$ cat config.mk
export PLATFORM = sky130hd
export DESIGN_NAME = rv32i_fetch_unit
export DESIGN_NICKNAME = d
export VERILOG_FILES = /design/src/rtl/rv32i_pkg.sv /design/src/rtl/rv32i_fetch_queue.sv /design/src/rtl/rv32i_fetch_unit.sv
export SDC_FILE = /design/constraint.sdc
export NUM_CORES = 1
export LEC_CHECK = 0
export ABC_AREA = 0
export BUFFER_PORTS_ARGS = -buffer_cell sky130_fd_sc_hd__buf_2
export CELL_PAD_IN_SITES_DETAIL_PLACEMENT = 1
export CELL_PAD_IN_SITES_GLOBAL_PLACEMENT = 1
export CORE_ASPECT_RATIO = 0.7
export CORE_MARGIN = 1
export CORE_UTILIZATION = 35
export DETAILED_ROUTE_END_ITERATION = 12
export HOLD_SLACK_MARGIN = 0.06
export PLACE_DENSITY_LB_ADDON = 0.25
export SLEW_MARGIN = 5
export SYNTH_ARGS = -nofsm -noshare
export SYNTH_HDL_FRONTEND = slang
export SYNTH_SLANG_ARGS = --single-unit
$ cat constraint.sdc
create_clock -name clk -period 5.4 [get_ports clk]
set_input_delay 1.08 -clock clk [delete_from_list [all_inputs] [get_ports clk]]
set_output_delay 1.08 -clock clk [all_outputs]
set_load 0.1 [all_outputs]
$ cat src/rtl/rv32i_pkg.sv
// Shared RV32I front-end constants and helpers.
package rv32i_pkg;
  localparam int unsigned XLEN    = 32;
  localparam int unsigned INSTR_W = 32;
  localparam logic [XLEN-1:0]    PC_STEP = 32'd4;
  localparam logic [INSTR_W-1:0] NOP     = 32'h0000_0013;

  function automatic logic [XLEN-1:0] word_align(input logic [XLEN-1:0] a);
    return {a[XLEN-1:2], 2'b00};
  endfunction
endpackage

$ cat src/rtl/rv32i_fetch_queue.sv
// In-order fetch buffer: entries are allocated at request time and filled
// in the same order as memory returns data.
module rv32i_fetch_queue
  import rv32i_pkg::*;
#(
  parameter int unsigned DEPTH = 2
) (
  input  logic                    clk,
  input  logic                    reset,
  input  logic                    flush,
  input  logic                    push,
  input  logic [XLEN-1:0]         push_pc,
  input  logic                    fill,
  input  logic [INSTR_W-1:0]      fill_data,
  input  logic                    pop,
  output logic                    head_filled,
  output logic [XLEN-1:0]         head_pc,
  output logic [INSTR_W-1:0]      head_instr,
  output logic [$clog2(DEPTH):0]  count,
  output logic [$clog2(DEPTH):0]  unfilled
);
  localparam int unsigned PW = $clog2(DEPTH);
  localparam int unsigned CW = PW + 1;

  logic [XLEN-1:0]    pc_q    [DEPTH];
  logic [INSTR_W-1:0] instr_q [DEPTH];
  logic [DEPTH-1:0]   filled_q;
  logic [PW-1:0]      head_q, tail_q, fptr_q;
  logic [CW-1:0]      count_q, unf_q;
  logic               do_fill;

  // Fills during a flush belong to squashed entries; the top accounts for them.
  assign do_fill = fill && !flush && (unf_q != '0);

  always_ff @(posedge clk) begin
    if (push)    pc_q[tail_q]    <= push_pc;
    if (do_fill) instr_q[fptr_q] <= fill_data;
  end

  always_ff @(posedge clk or posedge reset) begin
    if (reset) begin
      head_q   <= '0;
      tail_q   <= '0;
      fptr_q   <= '0;
      count_q  <= '0;
      unf_q    <= '0;
      filled_q <= '0;
    end else if (flush) begin
      head_q   <= '0;
      tail_q   <= '0;
      fptr_q   <= '0;
      count_q  <= '0;
      unf_q    <= '0;
      filled_q <= '0;
    end else begin
      if (push) tail_q <= tail_q + PW'(1);
      if (do_fill) begin
        fptr_q           <= fptr_q + PW'(1);
        filled_q[fptr_q] <= 1'b1;
      end
      if (pop) begin
        head_q           <= head_q + PW'(1);
        filled_q[head_q] <= 1'b0;
      end
      count_q <= count_q + CW'(push) - CW'(pop);
      unf_q   <= unf_q + CW'(push) - CW'(do_fill);
    end
  end

  assign head_filled = filled_q[head_q];
  assign head_pc     = pc_q[head_q];
  assign head_instr  = instr_q[head_q];
  assign count       = count_q;
  assign unfilled    = unf_q;
endmodule

$ cat src/rtl/rv32i_fetch_unit.sv
// Fetch stage: credit-limited imem requests, PC load control, redirect
// squash via a drop counter for responses still in flight.
module rv32i_fetch_unit
  import rv32i_pkg::*;
#(
  parameter int unsigned     DEPTH    = 2,
  parameter logic [XLEN-1:0] RESET_PC = '0
) (
  input  logic               clk,
  input  logic               reset,
  input  logic [XLEN-1:0]    pc_in,
  output logic               pc_ld,
  output logic [XLEN-1:0]    pc_next,
  input  logic               redirect_valid,
  input  logic [XLEN-1:0]    redirect_pc,
  output logic               imem_req_valid,
  input  logic               imem_req_ready,
  output logic [XLEN-1:0]    imem_req_addr,
  input  logic               imem_rsp_valid,
  input  logic [INSTR_W-1:0] imem_rsp_data,
  output logic               if_valid,
  input  logic               if_ready,
  output logic [XLEN-1:0]    if_pc,
  output logic [INSTR_W-1:0] if_instr
);
  localparam int unsigned CW = $clog2(DEPTH) + 1;

  logic [CW-1:0]      q_count, q_unfilled, drop_q, drop_d;
  logic [CW:0]        inflight;
  logic               head_filled, credit, req_acc, rsp_fill, pop;
  logic [XLEN-1:0]    head_pc;
  logic [INSTR_W-1:0] head_instr;

  assign inflight = {1'b0, q_count} + {1'b0, drop_q};
  assign credit   = inflight < (CW+1)'(DEPTH);

  always_comb begin
    imem_req_valid = !reset && !redirect_valid && credit;
    req_acc        = imem_req_valid && imem_req_ready;
    if_valid       = !reset && head_filled && !redirect_valid;
    pop            = if_valid && if_ready;
    rsp_fill       = imem_rsp_valid && (drop_q == '0);
    pc_ld          = 1'b1;
    pc_next        = pc_in;
    if (reset) begin
      pc_next = RESET_PC;
    end else if (redirect_valid) begin
      pc_next = word_align(redirect_pc);
    end else if (req_acc) begin
      pc_ld   = 1'b0;
      pc_next = pc_in + PC_STEP;
    end
    drop_d = drop_q;
    // Squashed unfilled entries become drops, minus any response landing now.
    if (redirect_valid)
      drop_d = drop_q + q_unfilled - CW'(imem_rsp_valid);
    else if (imem_rsp_valid && (drop_q != '0))
      drop_d = drop_q - CW'(1);
  end

  always_ff @(posedge clk or posedge reset) begin
    if (reset) drop_q <= '0;
    else       drop_q <= drop_d;
  end

  rv32i_fetch_queue #(.DEPTH(DEPTH)) u_queue (
    .clk         (clk),
    .reset       (reset),
    .flush       (redirect_valid),
    .push        (req_acc),
    .push_pc     (pc_in),
    .fill        (rsp_fill),
    .fill_data   (imem_rsp_data),
    .pop         (pop),
    .head_filled (head_filled),
    .head_pc     (head_pc),
    .head_instr  (head_instr),
    .count       (q_count),
    .unfilled    (q_unfilled)
  );

  assign imem_req_addr = word_align(pc_in);
  assign if_pc         = head_pc;
  assign if_instr      = head_filled ? head_instr : NOP;

  rsp_has_owner: assert property (@(posedge clk) disable iff (reset)
    imem_rsp_valid |-> (drop_q != '0 || q_unfilled != '0));
endmodule

==> impl_metrics.ini <==
[outcome]
status = finished, final reports clean

[routing]
dr.pass1.iters = 4
vias_per_cell = 5.15
drc = 0
drtIter0Drc = 276
postRouteAntennaNets = 0
vias = 5282
wl_mm = 19.4
post_drt_wl_per_cell_um = 18.9

[setup_path]
timing.critical_path.from = drop_q[0]$_DFFE_PP0P_
cp.required_ns = 4.32
crit_path_max_fanout = 11
r2r_start = drop_q[0]$_DFFE_PP0P_
cpMaxStageDelayCell = or4_4
slowest_delay_ns = 0.55
cp_cell_sequence = inv_1 -> nor2_1 -> fa_1 -> or4_4 -> inv_2 -> nand3_1 -> or4_1 -> a311oi_2 -> buf_2
cp_num_buf_inv = 3
cp_data_arrival_time_ns = 3.86
crit_family = simple AND/OR/NAND/NOR gates
cp-end-kind = output port
path_class = reg2out
cp-start-kind = register

[yosys]
synth_most_common_cell = edfxtp_1
yosysTopAreaCell = edfxtp_1
syn_area_sq_um = 6940
ys_seq_elements = 139
synthArstFlopShare_pct = 7.91
synth.top_cells.by_count = 128 x edfxtp_1, 68 x nor2_1, 32 x buf_4, 32 x mux2_2, 30 x mux2i_1
synth.avg_cell_area_sq_um = 12.5
yosys-top-cells-area = edfxtp_1 55%, mux2_2 5.2%, mux2i_1 4.3%
synth.top_cell.area_share_pct = 55.4
yosysWarningCount = 0
synth_ff_type = edfxtp_1
syn_inst = 557
synth_edf_count = 128
ys_types = 55
ys_seq_area_share_pct = 59.3

[grt]
grt_max_degree = 53
first_global_vias = 5388
grt_pass1_wl_mm = 29.8
grt.total_usage_pct = 19.4
grt_antenna_before_repair = 0
overflow = 0

[clock_tree]
cts_root_buf = clkbuf_16
clock-sinks = 139
cts_max_path_buffers = 2
htreeDepth = 4
cts_tree = built
ctsHoldBuffers = 0
cts_buffers = 17
cts.reportedPaths.clkPinSlew_ns = 0.06
post_cts_buffers = 0
clk_latency_ns = 0.42
post_cts_resized = 0

[final_layout]
area_growth_pct = 28.7
multi_input_area_sq_um = 2540
fill_cells = 2104
drive_above_1_share_pct = 43.9
nets = 858
regArea_sq_um = 4120
stdcell_area_sq_um = 8930
fin_cells = 1026
fin_util_pct = 46.6

[sta]
tightest_slew_ns = 1.14
finClkSkew_ns = 0.0153
report.final.setup_viol = 0
fmax_mhz = 203
timing.final.ws_setup_ns = 0.462
rsz0062_at_grt = false
slew_headroom_pct = 24.3
slew_viol_final = 0
finalHoldWorstSlack_ns = 0.578
hold_viol = 0
fin_crit_sh_pct = 91.4
period_needed_ns = 4.94

[floorplanning]
rows = 42
initial_core_util_pct = 36.2
ios = 233
die_x_um = 170
core_area_sq_um = 19200
dieArea_sq_um = 20400
fp.dieH_um = 120

[placement]
gp_congestion = 0.746
io_buffers = 228
dp_hpwl_mm = 13.8
placedCellCount = 993
dp_slack_ns = 0.663
dpl_cell_area_sq_um = 8320

[flow_run]
drv_cap = 0

[pwr]
leakage_nw = 3.38
powerDensity_nw_per_um2 = 349
max-vdd-ir-drop_mv = 0.175

[worst_hold_path]
worstHoldStart = u_queue.filled_q[1]$_DFF_PP0_
min_path_type = reg2reg
## logic make-up after synthesis
logic type / synth area share, %
compound gates: 7.84
xor+xnor: 1.51
mux: 9.52
buf+inv: 6.72
other cells: 0.0540
fa+ha+maj: 1.55
simple gates: 13.4
flops: 59.3
## through the flow
stage,setup TNS (ns),power [W]
final,0,0.00312
after global routing,0,0.00322
after CTS,0,0.00316
after detailed placement,0,0.00192
after global placement,0,0.00190
after floorplan,-1.58,0.00178
## cells in the final DEF (no fill, tap or decap), types with 4 or more instances in the layout
master / n
a311oi_2: 13
o31ai_1: 10
buf_4: 6
dfrtp_1: 10
clkbuf_16: 17
a21oi_1: 4
and2_1: 6
nand2b_1: 5
xnor2_1: 9
a211oi_1: 4
and4_1: 4
inv_1: 17
nand4_1: 11
a211oi_2: 6
nand3_1: 14
nor2_1: 67
or4_1: 12
mux2i_1: 30
o21ai_0: 11
nand2_1: 20
ha_1: 7
mux2_2: 32
or3_1: 6
clkinv_1: 4
edfxtp_1: 128
buf_12: 4
buf_2: 225
nor4_1: 7
nor3_1: 8
## final timing paths
| kind | cells past startpoint | slack (ns) | to |
|---|---|---|---|
| worst min register to register | 2 | 0.58 | u_queue.filled_q[1]$_DFF_PP0_ |
| min in group asynchronous | 4 | 1.22 | u_queue.head_q$_DFFE_PP0P_ |
| worst max-delay path | 9 | 0.46 | pc_next[11] |
| worst min-delay path | 2 | 0.58 | u_queue.filled_q[1]$_DFF_PP0_ |
| max in group asynchronous | 4 | 3.98 | u_queue.head_q$_DFFE_PP0P_ |
| worst max register to register | 7 | 2.15 | u_queue.pc_q[0][16]$_DFFE_PP_ |
## final cells by class
| class | count | share of cell area [%] |
|---|---|---|
| Multi-Input combinational cell | 335 | 28.4 |
| Tap cell | 264 | 3.70 |
| Inverter | 20 | 0.840 |
| Timing Repair Buffer | 235 | 14.0 |
| Antenna cell | 1 | 0.0280 |
| Clock buffer | 17 | 4.76 |
| Clock inverter | 15 | 2.09 |
| Sequential cell | 139 | 46.1 |
## routing by layer
layer | GRT usage [%] | wire length [um] | vias to the layer above
met2 | 31.3 | 9100 | 158
met4 | 5.18 | 167 | 0
met3 | 4.32 | 1080 | 17
met1 | 26.1 | 9090 | 2639
li1 | - | - | 2468
met5 | 0 | 0 | -
## where the power goes
group | internal [W] | switching, W | total (W)
clock network | 0.000735 | 0.000487 | 0.00122
registers | 0.00121 | 0.0000157 | 0.00122
logic | 0.000140 | 0.000532 | 0.000672
## flip-flops by register name, summed over array words and instances (netlist names)
signal            flops
u_queue.instr_q      64
drop_q                2
u_queue.fptr_q        1
u_queue.filled_q      2
u_queue.tail_q        1
u_queue.count         2
u_queue.head_q        1
u_queue.pc_q         64
u_queue.unfilled      2
## worst min-delay path: stages (launching register included)
cell	delay, ns
dfrtp_1	0.38
nor2_1	0.10
nor3_1	0.06
No activity file was read; power rests on OpenSTA's default activity.
